## src/rtl/rv32_pipe_pkg.sv

```systemverilog
// Shared definitions for the RV32 elastic pipeline-stage register.
//   RV32_NOP     : instruction word presented by an empty stage (addi x0,x0,0)
//   pipe_state_t : stage fill level, encoded so the value equals the occupancy
package rv32_pipe_pkg;

    localparam logic [31:0] RV32_NOP = 32'h0000_0013;

    typedef enum logic [1:0] {
        EMPTY = 2'd0,
        ONE   = 2'd1,
        TWO   = 2'd2
    } pipe_state_t;

endpackage

```

## src/rtl/rv32_pipe_slot.sv

```systemverilog
// Single load-enabled storage entry of a pipeline stage.
// Ports:
//   clk, rst_n                    : clock, asynchronous active-low reset
//   load                          : capture the in_* fields on the next edge
//   in_data/in_ctrl/in_sel/in_code: values to capture
//   out_data/out_ctrl/out_sel/out_code: held values (bubble values after reset)
module rv32_pipe_slot
    import rv32_pipe_pkg::*;
#(
    parameter int unsigned       DATA_W     = 128,
    parameter int unsigned       CTRL_W     = 6,
    parameter int unsigned       SEL_W      = 5,
    parameter logic [CTRL_W-1:0] RESET_CTRL = '0
) (
    input  logic              clk,
    input  logic              rst_n,
    input  logic              load,
    input  logic [DATA_W-1:0] in_data,
    input  logic [CTRL_W-1:0] in_ctrl,
    input  logic [SEL_W-1:0]  in_sel,
    input  logic [31:0]       in_code,
    output logic [DATA_W-1:0] out_data,
    output logic [CTRL_W-1:0] out_ctrl,
    output logic [SEL_W-1:0]  out_sel,
    output logic [31:0]       out_code
);

    always_ff @(posedge clk or negedge rst_n) begin
        if (!rst_n) begin
            out_data <= '0;
            out_ctrl <= RESET_CTRL;
            out_sel  <= '0;
            out_code <= RV32_NOP;
        end else if (load) begin
            out_data <= in_data;
            out_ctrl <= in_ctrl;
            out_sel  <= in_sel;
            out_code <= in_code;
        end
    end

endmodule

```

## src/rtl/rv32_pipe_stage_skid.sv

```systemverilog
// Elastic pipeline-stage register with a two-entry skid buffer and flush.
// Ports:
//   clk, rst_n          : clock, asynchronous active-low reset
//   in_valid / in_ready : upstream handshake (in_ready is registered)
//   in_data/ctrl/sel/code: incoming payload, control, register select, instruction
//   flush               : discard everything held and the incoming instruction
//   out_valid/out_ready : downstream handshake
//   out_data/ctrl/sel/code: MAIN entry when valid, bubble constants otherwise
//   occupancy           : number of entries held (0..2)
module rv32_pipe_stage_skid
    import rv32_pipe_pkg::*;
#(
    parameter int unsigned       DATA_W      = 128,
    parameter int unsigned       CTRL_W      = 6,
    parameter int unsigned       SEL_W       = 5,
    parameter logic [CTRL_W-1:0] BUBBLE_CTRL = 6'b000_01_1
) (
    input  logic              clk,
    input  logic              rst_n,
    input  logic              in_valid,
    output logic              in_ready,
    input  logic [DATA_W-1:0] in_data,
    input  logic [CTRL_W-1:0] in_ctrl,
    input  logic [SEL_W-1:0]  in_sel,
    input  logic [31:0]       in_code,
    input  logic              flush,
    output logic              out_valid,
    input  logic              out_ready,
    output logic [DATA_W-1:0] out_data,
    output logic [CTRL_W-1:0] out_ctrl,
    output logic [SEL_W-1:0]  out_sel,
    output logic [31:0]       out_code,
    output logic [1:0]        occupancy
);

    pipe_state_t state, next_state;

    logic accept, pop;
    logic main_load, main_from_skid, skid_load;

    logic [DATA_W-1:0] main_in_data, main_data, skid_data;
    logic [CTRL_W-1:0] main_in_ctrl, main_ctrl, skid_ctrl;
    logic [SEL_W-1:0]  main_in_sel,  main_sel,  skid_sel;
    logic [31:0]       main_in_code, main_code, skid_code;

    assign accept = in_valid & in_ready;
    assign pop    = out_valid & out_ready;

    // State register; in_ready is registered from the next state so that it
    // never depends combinationally on out_ready.
    always_ff @(posedge clk or negedge rst_n) begin
        if (!rst_n) begin
            state    <= EMPTY;
            in_ready <= 1'b1;
        end else begin
            state    <= next_state;
            in_ready <= (next_state != TWO);
        end
    end

    // Next-state logic; flush wins over any accept in the same cycle.
    always_comb begin
        next_state = state;
        if (flush) begin
            next_state = EMPTY;
        end else begin
            case (state)
                EMPTY: if (accept) next_state = ONE;
                ONE: begin
                    if (accept && !pop)      next_state = TWO;
                    else if (pop && !accept) next_state = EMPTY;
                end
                TWO:   if (pop) next_state = ONE;
                default: next_state = EMPTY;
            endcase
        end
    end

    // Output / datapath-control logic.
    always_comb begin
        main_load      = 1'b0;
        main_from_skid = 1'b0;
        skid_load      = 1'b0;
        out_valid      = 1'b0;
        occupancy      = 2'd0;
        case (state)
            EMPTY: begin
                main_load = accept & ~flush;
            end
            ONE: begin
                out_valid = 1'b1;
                occupancy = 2'd1;
                main_load = accept & pop & ~flush;
                skid_load = accept & ~pop & ~flush;
            end
            TWO: begin
                out_valid      = 1'b1;
                occupancy      = 2'd2;
                main_load      = pop & ~flush;
                main_from_skid = 1'b1;
            end
            default: ;
        endcase
    end

    assign main_in_data = main_from_skid ? skid_data : in_data;
    assign main_in_ctrl = main_from_skid ? skid_ctrl : in_ctrl;
    assign main_in_sel  = main_from_skid ? skid_sel  : in_sel;
    assign main_in_code = main_from_skid ? skid_code : in_code;

    rv32_pipe_slot #(
        .DATA_W    (DATA_W),
        .CTRL_W    (CTRL_W),
        .SEL_W     (SEL_W),
        .RESET_CTRL(BUBBLE_CTRL)
    ) u_main (
        .clk     (clk),
        .rst_n   (rst_n),
        .load    (main_load),
        .in_data (main_in_data),
        .in_ctrl (main_in_ctrl),
        .in_sel  (main_in_sel),
        .in_code (main_in_code),
        .out_data(main_data),
        .out_ctrl(main_ctrl),
        .out_sel (main_sel),
        .out_code(main_code)
    );

    rv32_pipe_slot #(
        .DATA_W    (DATA_W),
        .CTRL_W    (CTRL_W),
        .SEL_W     (SEL_W),
        .RESET_CTRL(BUBBLE_CTRL)
    ) u_skid (
        .clk     (clk),
        .rst_n   (rst_n),
        .load    (skid_load),
        .in_data (in_data),
        .in_ctrl (in_ctrl),
        .in_sel  (in_sel),
        .in_code (in_code),
        .out_data(skid_data),
        .out_ctrl(skid_ctrl),
        .out_sel (skid_sel),
        .out_code(skid_code)
    );

    // Stale MAIN contents are masked so an empty stage always shows a bubble.
    assign out_data = out_valid ? main_data : '0;
    assign out_ctrl = out_valid ? main_ctrl : BUBBLE_CTRL;
    assign out_sel  = out_valid ? main_sel  : '0;
    assign out_code = out_valid ? main_code : RV32_NOP;

endmodule

```

## config.mk

```make
export PLATFORM = sky130hd
export DESIGN_NAME = rv32_pipe_stage_skid
export DESIGN_NICKNAME = d
export VERILOG_FILES = /design/src/rtl/rv32_pipe_pkg.sv /design/src/rtl/rv32_pipe_slot.sv /design/src/rtl/rv32_pipe_stage_skid.sv
export SDC_FILE = /design/constraint.sdc
export NUM_CORES = 1
export LEC_CHECK = 0
export CORE_MARGIN = 2
export CORE_UTILIZATION = 50
export DETAILED_ROUTE_END_ITERATION = 6
export GPL_ROUTABILITY_DRIVEN = 0
export PLACE_DENSITY = 0.85
export SYNTH_ARGS = -nofsm -noshare
export SYNTH_HDL_FRONTEND = slang
export SYNTH_SLANG_ARGS = --single-unit
```

## constraint.sdc

```tcl
create_clock -name clk -period 3.5 [get_ports clk]
set_clock_uncertainty 0.15 [all_clocks]
set_input_delay 0.525 -clock clk [delete_from_list [all_inputs] [get_ports clk]]
set_output_delay 0.525 -clock clk [all_outputs]
set_load 0.02 [all_outputs]
```

== Word level (Yosys, flattened, before mapping) ==
Cells that the tools add are included.
W data, S select, Z words.
Cells by class
  equality and inequality tests: 3
  muxes and demuxes: 19
  bitwise gates (word level): 10
  reductions and logical operators: 6
Operator list (number)
  $mux W128: 2
  $mux W32: 2
  $mux W6: 2
  $mux W2: 5
  $mux W5: 2
  $and A1 B1 Y1: 8
  $pmux W2 S3: 1
  $pmux W2 S2: 1
  $mux W1: 3
  $pmux W1 S3: 1
  $eq A2 B1 Y1 const B: 1
  $eq A2 B2 Y1 const B: 1
  $logic_and A1 B1 Y1: 2
  $logic_not A1 Y1: 2
  $logic_not A2 Y1: 1
  $ne A2 B2 Y1 const B: 1
  $not A1 Y1: 2
  $reduce_or A2 Y1: 1
Storage, ports and cells
  bits in registers: 345
  input bits: 176
  word-level logic and storage cells: 48

== Longest topological paths before layout ==
  depth after elaboration: 10
  depth in mapped cells: 12
  mapped depth without buffers: 6

== Cells and area by module ==
From an unflattened synthesis, not the netlist that was laid out.
Unflattened totals
  cells, all modules: 1133
  area, all modules: 16926.2 um2
By module, submodules not included
  rv32_pipe_slot: times used 2, cells each 361, area each 6712.7 um2
  rv32_pipe_stage_skid: times used 1, cells each 411, area each 3500.9 um2

== Least setup slack after synthesis ==
No wires, ideal clock.
  path kind: reg-to-output
  from: reg state[1]
  to: out out_code[10]
  arrival time: 1822 ps
  data required time: 2825 ps
  slack: 1003 ps
  stages on the path, launching flop included: 7
  buffers on the path: 3
  cells stage by stage: dfrtp_1 inv_1 ha_1 buf_2 clkbuf_1 clkbuf_1 and2_1
On the way
  word-level cells in the longest chain between the ends: 4
  elaborated cells on any way between the ends: 5
  those cells by class: eq/ne (2); mux (2); reduce/logical (1)
RTL lines
  start: declaration: line rv32_pipe_stage_skid.sv:36  | pipe_state_t state, next_state;
  start signal: assignment: line rv32_pipe_stage_skid.sv:56  | state <= next_state;
  $eq A2 B2 Y1 or $eq A2 B1 Y1 (tied branches): line rv32_pipe_stage_skid.sv:86  | case (state)
  $reduce_or A2 Y1 (no source line) *
  $mux W1 *: line rv32_pipe_stage_skid.sv:86
  named net out_valid: line rv32_pipe_stage_skid.sv:27  | output logic out_valid,
  $mux W32 *: line rv32_pipe_stage_skid.sv:153  | assign out_code = out_valid ? main_code : RV32_NOP;
  end: declaration: line rv32_pipe_stage_skid.sv:32  | output logic [31:0] out_code,
The timed path passes the listed nets; every way through them passes the cells marked *.

== Worst setup path after layout ==
  from: reg state[1]
  to: out out_sel[4]
On the way
  word-level cells in the longest chain between the ends: 4
  elaborated cells on any way between the ends: 5
  those cells by class: eq/ne (2); mux (2); reduce/logical (1)
RTL lines
  $eq A2 B2 Y1 or $eq A2 B1 Y1 (tied branches): line rv32_pipe_stage_skid.sv:86
  $reduce_or A2 Y1 (no source line) *
  $mux W1 *: line rv32_pipe_stage_skid.sv:86
  $mux W5 *: line rv32_pipe_stage_skid.sv:152  | assign out_sel = out_valid ? main_sel : '0;
  end: declaration: line rv32_pipe_stage_skid.sv:31  | output logic [SEL_W-1:0] out_sel,
Every way passes the cells marked *; elsewhere a longest branch is shown, timed or not.

==> run metrics <==
R2R cell count=7; Final TNS setup=0 ns; largest cells by area after synthesis=dfrtp_1 54%, mux2_2 12%, mux2i_1 11%, and2_1 6.7%, nand2_1 4.2%; final hold violations=0; Max clock buf depth=3; Worst setup EP type=primary output; Core Box Area=30600 sq um; Hold WC Path Type=register to register; H-tree levels=2; minimum clock period=roughly 3.4 ns; fin. max-slew vios=0; part of the Yosys area used for sequential elements=between 50% and 60%; CTS buffer count=39; Max Fclk=around 300 MHz; layout cell share with drive strength beyond 1=16.0%; Max Fanout on Critical Path=95; Ys Warns=0; fin nets=between 1500 and 2000; Final HPWL DP=~24 mm; clock sink count=345; Fin Hold WS=0.321 ns; leakage power=about 8.7 nW; syn_area_per_cell=between 10 and 15 sq um; Worst Tran Pin Value=0.703 ns; Final setup viols=0; Worst Hold Depth=2; Remaining DRCs=0; PortBufs=350; Worst Path Arrival=2.71 ns; DR vias=11000; flop-to-flop setup slack=approximately 0.67 ns; first-pass GRT wire length=just over 60 mm; reg2reg start=state[1]; Pwr Density=756 nW/um^2; synthesized cell area=15600 sq um; Yosys top cell area share=a little over half; Tcrit/Tclk final=96.7%; relative slew slack=a little over half; kind of critical path=register to primary output; Syn Nets=1505; die boundary width=about 180 um; number of global-route vias before repair=about 11000; die area=roughly 33000 sq um; post-cts sizing count=0; Storage cell area=~8600 sq um; RSZ-0062 raised after global routing=no; Synth Instances=~1300; drt first pass iters=4; final cell count without fillers=around 2100; root buffer cell=clkbuf_16; CP top delay family=buffers and inverters; Antenna Nets Post-Route=0; Total GRT Usage=22.7%; Yosys reg bits=between 300 and 400; Clock transition at path regs=around 0.06 ns; worst path bufs/invs=3; crit path launch type=register; initial DRC count=631; CP required=roughly 2.8 ns; Die H=~180 um; initial antenna violation count=7; Top Usage Layer GRT=met2; met2 Use GR=a little under two fifths; grt met1 use=between 20% and 30%; synth unique cells=28; Total Wirelength=37.2 mm; CP cell instances=inv_1 -> ha_4 -> buf_12 -> and2_1 -> clkdlybuf4s50_1; WL per Instance=about 18 um; Cell Rows=64; GRT met3 Usage=under 10%; peak supply drop=between 0.4 and 0.5 mV; area of the multi-input gates=6420 sq um; WHS Endpoint=u_main.out_sel[3]; dpl cells=1992; global route overflow=0; CTS tree=built; worst r2r dst=u_skid.out_data[44]; hold_sp=u_main.out_sel[3]; outcome=finished, final reports clean; Initial Utilization=between 50% and 60%; clk_lat worst skew=between 0.5 and 0.6 ns; Critical-path top delay cell=clkdlybuf4s50_1; vias per cell=5.31; Area Growth Syn to Fin=33.9%; fillers=around 2200; area leader, netlist=dfrtp_1; CP max stage delay=0.63 ns; Ports=about 350; max_cap viols=0; pin count of the biggest net entering global routing=about 140
worst max-delay path by stage:
stage / start / endpoint / slack (ns) / depth (start not counted)
5_1_grt: state[1] / out_code[2] / 0.04 / 5
2_1_floorplan: state[1] / out_code[10] / 1.00 / 6
3_5_place_dp: state[1] / u_skid.out_code[29] / 0.69 / 7
6_report: state[1] / out_sel[4] / 0.12 / 5
4_1_cts: state[1] / out_sel[4] / 0.15 / 5
3_3_place_gp: state[1] / out_sel[4] / 0.74 / 5
worst reg2reg max path: cells and delay by family (launching register included):
kind / cells / cell delay [ns]
buffers and inverters: 3 / 0.80
flip-flops: 1 / 0.48
multiplexers: 1 / 0.48
AND/OR/NAND/NOR: 2 / 0.47
adder cells (fa/ha/maj): 1 / 0.32
cells by family after synthesis:
logic type / count (synthesis) / share of synthesized area, %
buf+inv: 98 / 3.30
xor+xnor: 1 / 0.0563
fa+ha+maj: 5 / 0.402
flops: 345 / 55.6
simple gates: 356 / 11.5
compound gates: 177 / 5.79
mux: 342 / 23.4
stage by stage:
stage	setup slack [ns]	instance area, sq um	total power [mW]	utilization [%]
2_1_floorplan	1.00	15600	9.51	-
3_3_place_gp	0.744	19400	11.2	63.5
3_5_place_dp	0.695	19400	11.5	63.5
4_1_cts	0.148	20800	15.9	68.0
5_1_grt	0.0414	20800	16.7	68.1
6_report	0.117	20800	15.7	68.1
cells in the mapped netlist, drive strengths merged:
cell	number
dfrtp	334
nand2	175
o21ai	172
mux2	171
mux2i	171
and2	167
buf	53
clkbuf	43
dfstp	11
ha	5
nand2b	5
nand3	3
inv	2
nand4	2
a22oi	1
a311o	1
a31oi	1
nand3b	1
nand4b	1
nor2	1
nor3	1
o2111ai	1
o211ai	1
xnor2	1
metal layers:
metal | vias to the layer above | wire length, um
met5 | - | 27
met4 | 4 | 1470
met3 | 90 | 2210
met2 | 322 | 18200
met1 | 5412 | 15300
li1 | 5143 | -
layout make-up:
class	count	share of cell area [%]
Tap cell	396	2.38
Multi-Input combinational cell	881	30.8
Sequential cell	345	41.5
Timing Repair Buffer	369	18.5
Clock inverter	16	1.33
Clock buffer	53	5.33
Antenna cell	5	0.0601
Inverter	2	0.0360
layout by cell type, fill, tap and decap left out, types with 16 or more instances in the layout:
cell	count
clkdlybuf4s50_1	349
clkbuf_16	40
nand2_1	175
and2_1	167
o21ai_0	92
dfrtp_1	334
mux2i_1	171
o21ai_1	80
mux2_2	171
buf_12	16
where the power goes:
part           total [mW]  internal [mW]  leakage [nW]  switching [mW]
clock                4.35           2.75         0.683            1.60
sequential           6.77           5.84          4.20           0.928
combinational        4.63           2.44          3.82            2.20
total                15.7           11.0          8.70            4.73
state kept, by name, summed over array words and instances, names as in the netlist:
signal           flops
u_main.out_code     32
in_ready             1
u_main.out_ctrl      6
u_main.out_data    128
state                2
u_skid.out_ctrl      6
u_main.out_sel       5
u_skid.out_code     32
u_skid.out_data    128
u_skid.out_sel       5
repair_timing:
action                    CTS  global route
setup buffers               0             0
hold buffers                1             0
hold endpoints to repair   62             0
Power figures use the tool's default switching activity.
